[src/rtl/uart_pkg.sv]
// Shared UART definitions: state encoding, default baud divisor and widths.
// Used by both the transmit and receive paths.
package uart_pkg;

  localparam int BAUD_DIV_115200 = 434;
  localparam int DATA_BITS       = 8;
  localparam int CNT_W           = 16;

  typedef enum logic [2:0] {
    IDLE   = 3'd0,
    START  = 3'd1,
    DATA   = 3'd2,
    PARITY = 3'd3,
    STOP   = 3'd4
  } uart_state_e;

endpackage

[src/rtl/uart_baud_gen.sv]
// Bit-period timer: counts 0..BAUD_DIV-1 and flags the last cycle of each bit.
// The receiver reuses this counter, sampling at the mid-bit count.
module uart_baud_gen
  import uart_pkg::*;
#(
  parameter int BAUD_DIV = BAUD_DIV_115200
) (
  input  logic CLK,
  input  logic RSTn,
  input  logic clear,
  output logic bit_end
);

  localparam logic [CNT_W-1:0] LAST_CNT = CNT_W'(BAUD_DIV - 1);

  logic [CNT_W-1:0] cnt;

  assign bit_end = (cnt == LAST_CNT);

  // NOTE: sequential state is written with <= so every flop samples pre-edge values.
  always_ff @(posedge CLK or negedge RSTn) begin
    if (!RSTn)               cnt <= '0;
    else if (clear || bit_end) cnt <= '0;
    else                     cnt <= cnt + 1'b1;
  end

endmodule

[src/rtl/uart_tx_module.sv]
// 8N1 UART transmitter, LSB first, idle-high registered line output.
// Define UART_TX_PARITY_EN to insert an even-parity bit before the stop bit.
module uart_tx_module #(
  parameter int BAUD_DIV  = uart_pkg::BAUD_DIV_115200,
  parameter int DATA_BITS = uart_pkg::DATA_BITS
) (
  input  logic                 CLK,
  input  logic                 RSTn,
  input  logic                 TX_En_Sig,
  input  logic [DATA_BITS-1:0] TX_Data,
  output logic                 TX_Busy,
  output logic                 TX_Done_Sig,
  output logic                 TX_Pin_Out
);

  import uart_pkg::*;

  localparam logic [2:0] LAST_BIT = 3'(DATA_BITS - 1);

  uart_state_e          state, state_d;
  logic [DATA_BITS-1:0] shift, shift_d;
  logic [2:0]           bit_idx, bit_idx_d;
  logic                 pin_d;
  logic                 bit_end;
`ifdef UART_TX_PARITY_EN
  logic                 parity_q;
`endif

  // Counter is held at zero while idle so each frame starts on a fresh bit period.
  uart_baud_gen #(.BAUD_DIV(BAUD_DIV)) u_baud (
    .CLK     (CLK),
    .RSTn    (RSTn),
    .clear   (state == IDLE),
    .bit_end (bit_end)
  );

  assign TX_Busy = (state != IDLE);

  // NOTE: every always_comb output gets a default first, so no path can infer a latch.
  always_comb begin
    state_d     = state;
    shift_d     = shift;
    bit_idx_d   = bit_idx;
    TX_Done_Sig = 1'b0;
    case (state)
      IDLE: if (TX_En_Sig) begin
        shift_d = TX_Data;
        state_d = START;
      end
      START: if (bit_end) begin
        bit_idx_d = '0;
        state_d   = DATA;
      end
      DATA: if (bit_end) begin
        shift_d   = shift >> 1;
        bit_idx_d = bit_idx + 1'b1;
        if (bit_idx == LAST_BIT) begin
`ifdef UART_TX_PARITY_EN
          state_d = PARITY;
`else
          state_d = STOP;
`endif
        end
      end
`ifdef UART_TX_PARITY_EN
      PARITY: if (bit_end) state_d = STOP;
`endif
      STOP: if (bit_end) begin
        TX_Done_Sig = 1'b1;
        state_d     = IDLE;
      end
      default: state_d = IDLE;
    endcase
  end

  // Line level is decoded from the next state so the pin flop changes with the state.
  always_comb begin
    pin_d = 1'b1;
    case (state_d)
      START:   pin_d = 1'b0;
      DATA:    pin_d = shift_d[0];
`ifdef UART_TX_PARITY_EN
      PARITY:  pin_d = parity_q;
`endif
      default: pin_d = 1'b1;
    endcase
  end

  always_ff @(posedge CLK or negedge RSTn) begin
    if (!RSTn) begin
      state      <= IDLE;
      shift      <= '0;
      bit_idx    <= '0;
      TX_Pin_Out <= 1'b1;
    end else begin
      state      <= state_d;
      shift      <= shift_d;
      bit_idx    <= bit_idx_d;
      TX_Pin_Out <= pin_d;
    end
  end

`ifdef UART_TX_PARITY_EN
  // Parity is taken from the byte as accepted; the shift register is consumed during DATA.
  always_ff @(posedge CLK or negedge RSTn) begin
    if (!RSTn)                         parity_q <= 1'b0;
    else if (state == IDLE && TX_En_Sig) parity_q <= ^TX_Data;
  end
`endif

endmodule

[config.mk]
export PLATFORM = sky130hd
export DESIGN_NAME = uart_tx_module
export DESIGN_NICKNAME = d
export VERILOG_FILES = /design/src/rtl/uart_pkg.sv /design/src/rtl/uart_baud_gen.sv /design/src/rtl/uart_tx_module.sv
export SDC_FILE = /design/constraint.sdc
export NUM_CORES = 1
export LEC_CHECK = 0
export CAP_MARGIN = 10
export CELL_PAD_IN_SITES_DETAIL_PLACEMENT = 0
export CELL_PAD_IN_SITES_GLOBAL_PLACEMENT = 1
export CORE_MARGIN = 10
export CORE_UTILIZATION = 39
export CTS_BUF_LIST = sky130_fd_sc_hd__clkbuf_4 sky130_fd_sc_hd__clkbuf_8
export DETAILED_ROUTE_END_ITERATION = 8
export PLACE_DENSITY = 0.82
export SLEW_MARGIN = 20
export SYNTH_ARGS = -nofsm -noshare
export SYNTH_HDL_FRONTEND = slang
export SYNTH_HIERARCHICAL = 1
export SYNTH_SLANG_ARGS = --single-unit
[constraint.sdc]
create_clock -name CLK -period 6.5 [get_ports CLK]
set_clock_uncertainty 0.1 [all_clocks]
set_input_delay 1.95 -clock CLK [delete_from_list [all_inputs] [get_ports CLK]]
set_output_delay 1.95 -clock CLK [all_outputs]
set_load 0.1 [all_outputs]
==> qor.yml <==
routing:
  ant_nets: 0
  wl_per_cell_um: 13.9
  vias: 1198
  wl_mm: 3.09
  first_iter_violations: 72
  drt-vias-per-instance: 5.37
  wl_met2_mm: 1.42
  dr.max_layer_used: "met4"
  dr.pass1.iters: 4
  wirelength_met1_mm: 1.48
  met3RoutedLength_um: 171
  drcViolationCount: 0
timing:
  finalWorstSetupSlack_ns: 1.44
  max_slew_margin_pct: 35.0
  slew_violations: 0
  post-route-period-util_pct: 77.8
  setup_viol: 0
  tightestPinTransition_ns: 0.972
  max_freq_mhz: 198
  hold_viol: 0
  final.min_clock_period_ns: 5.06
  final.setup.tns_ns: 0
  grt_setup_unrepaired: "no"
worst_setup_path:
  path_class: "flop to output pin"
  endpoint_kind: "output pin"
  worstPathRequired_ns: 4.45
  crit_fanout: 11
  worstPathArrival_ns: 3.01
  ff2ff_path_depth: 7
  rrSetupSlack_ns: 4.09
  cp-start-kind: "flop"
placed_design:
  dpl_worst_slack_ns: 1.74
  numPortBuffers: 13
  dp_hpwl_mm: 2.21
  routabilityCongestion: 0.809
logic_synthesis:
  yosys.area.top_type: "dfrtp_1"
  ys.flop_type: "dfrtp_1"
  yosysTopAreaCellShare_pct: 45.9
  synth_nets: 174
  synth-edff-count: 0
  yosys.area_share.xor_xnor_pct: 7.49
  yosys-top-cells-area: "dfrtp_1 46%, xnor2_1 7.0%, a22oi_1 4.1%"
  ys_ff_latch: 31
  synth_compound_area_share_pct: 8.26
  synthMuxAreaShare_pct: 0.612
  seq_area_frac_synth_pct: 47.5
  avgSynthCellArea_um2: 10.3
  synth.cell_area_um2: 1640
  yosys_warnings: 6
  synth_cells: 159
  synthDistinctLibCells: 40
  synthAdderAreaFrac_pct: 3.06
  synthSimpleGateAreaFrac_pct: 27.3
  async_reset_ff_share_pct: 100
  synth_top_family_by_area: "simple AND/OR/NAND/NOR gates"
power_and_ir_drop:
  p_int_mw: 0.276
  combPwrFrac_pct: 3.7
  p_clk_share_pct: 40.6
  vdd_drop_max_uv: 84.3
  p_sw_mw: 0.0776
  p_per_area_nw_per_um2: 190
  switching_share_pct: 22.0
  leakagePower_nw: 0.783
  seq_power_share_pct: 55.7
layout:
  drive_above_1_share_pct: 10.4
  antenna_cells: 0
  layout.nets: 187
  syn_to_final_growth_pct: 13.4
floorplanning:
  coreArea_um2: 4030
  die_y_um: 84.8
  die_width_um: 84.8
  row_count: 23
  initial_core_util_pct: 40.6
  io_pins: 14
  die_area_um2: 7190
global_routing:
  antenna_found_initial: 0
  grt_usage_pct: 9.14
  grt_first_pass_wirelength_mm: 5.42
  grt_overflow_total: 0
  grt_max_degree: 32
  grt_pass1_vias: 1188
clock_tree:
  cts_setup_buffers: 0
  cts_tree: "done"
  numCtsBuffers: 5
  clock_latency_ns: 0.28
  root_buffer: "clkbuf_8"
  cts.sinks: 31
  htreeDepth: 2
  clockBufferDepth: 2
  cts.clk_slew.worst_paths_ns: 0.07
  hold_buffers: 0
  cts_resized: 0
flow_run:
  cap_violations: 0
run_status:
  status: "finished, final reports clean"
hold_path:
  whs_path_depth: 2
  min_path_type: "flop to flop"
cells in the mapped netlist (all sizes together), types with 2 or more instances:
cell type  instances
nor3               5
o2bb2ai            3
nand2             13
ha                 4
or3                2
nand4              6
a22oi              9
clkbuf             2
nor4               5
nand2b             2
nand3             13
nor2              19
inv                8
nor4b              3
dfrtp             30
buf                6
xnor2             13
layout by cell type, fill, tap and decap left out, types with 2 or more instances in the layout:
cell,n
a22oi_1,9
clkbuf_8,5
clkdlybuf4s50_1,13
clkinv_2,3
dfrtp_1,30
ha_1,4
inv_1,8
nand2_1,13
nand2b_1,2
nand3_1,12
nand4_1,5
nor2_1,18
nor3_1,5
nor4_1,4
nor4b_1,2
o2bb2ai_1,3
or3_1,2
xnor2_1,13
layer usage:
metal / up-vias / global-route usage [%]
li1: 585 / -
met1: 588 / 10.5
met2: 23 / 13.9
met4: 0 / 5.09
met5: - / 0
met3: 2 / 3.96
per-stage QoR:
stage	cell area, um2	instances	power [mW]	hold slack (ns)	util [%]
6_report	1860	223	0.353	0.393	46.1
5_1_grt	1860	223	0.371	0.421	46.1
4_1_cts	1860	223	0.359	0.395	46.1
3_5_place_dp	1770	215	0.214	0.381	44.0
3_3_place_gp	1770	215	0.214	0.376	44.0
2_1_floorplan	1640	159	0.203	0.360	-
state kept, by name, summed over array words and instances, names as in the netlist:
register and flops:
shift 8, TX_Pin_Out 1, bit_idx 3, u_baud/cnt 16, state 3
kinds of logic (layout without fill, tap and decap cells):
kind of cell,after synthesis,in the layout
adders and majority gates,4,4
AOI/OAI and AO/OA,17,17
buffers and inverters,16,30
DFF,31,31
muxes,1,1
and+or+nand+nor,76,76
xor gates and xnor gates,14,14
worst paths after layout:
path	start	to
worst max-delay path	u_baud/cnt[1]	TX_Done_Sig
worst min-delay path	shift[2]	shift[2]
worst max register to register	u_baud/cnt[1]	TX_Pin_Out
worst min register to register	shift[2]	shift[2]
max in group asynchronous	RSTn	TX_Pin_Out
min in group asynchronous	RSTn	state[1]
final cells by class:
| cell class | instances | area (um2) |
|---|---|---|
| Clock buffer | 5 | 68.8 |
| Timing Repair Buffer | 14 | 138 |
| Fill cell | 396 | 2170 |
| Clock inverter | 3 | 15.0 |
| Multi-Input combinational cell | 112 | 764 |
| Tap cell | 50 | 62.6 |
| Sequential cell | 31 | 777 |
| Inverter | 8 | 30.0 |
power by group through the flow:
stage	Clock (mW)	Combinational, mW	Sequential, mW
after floorplan	0	0.00245	0.200
after global placement	0	0.0132	0.200
after detailed placement	0	0.0134	0.200
after CTS	0.149	0.0136	0.197
after global routing	0.159	0.0148	0.197
final	0.143	0.0131	0.197
critical path, cell delays in order (launching register included):
cell and delay [ns]:
dfrtp_1 0.41, inv_1 0.07, ha_1 0.14, nor4b_1 0.23
and4b_1 0.41, nor4b_1 0.28, clkdlybuf4s50_1 1.19
Note: power is estimated with default switching activity, not from simulation.
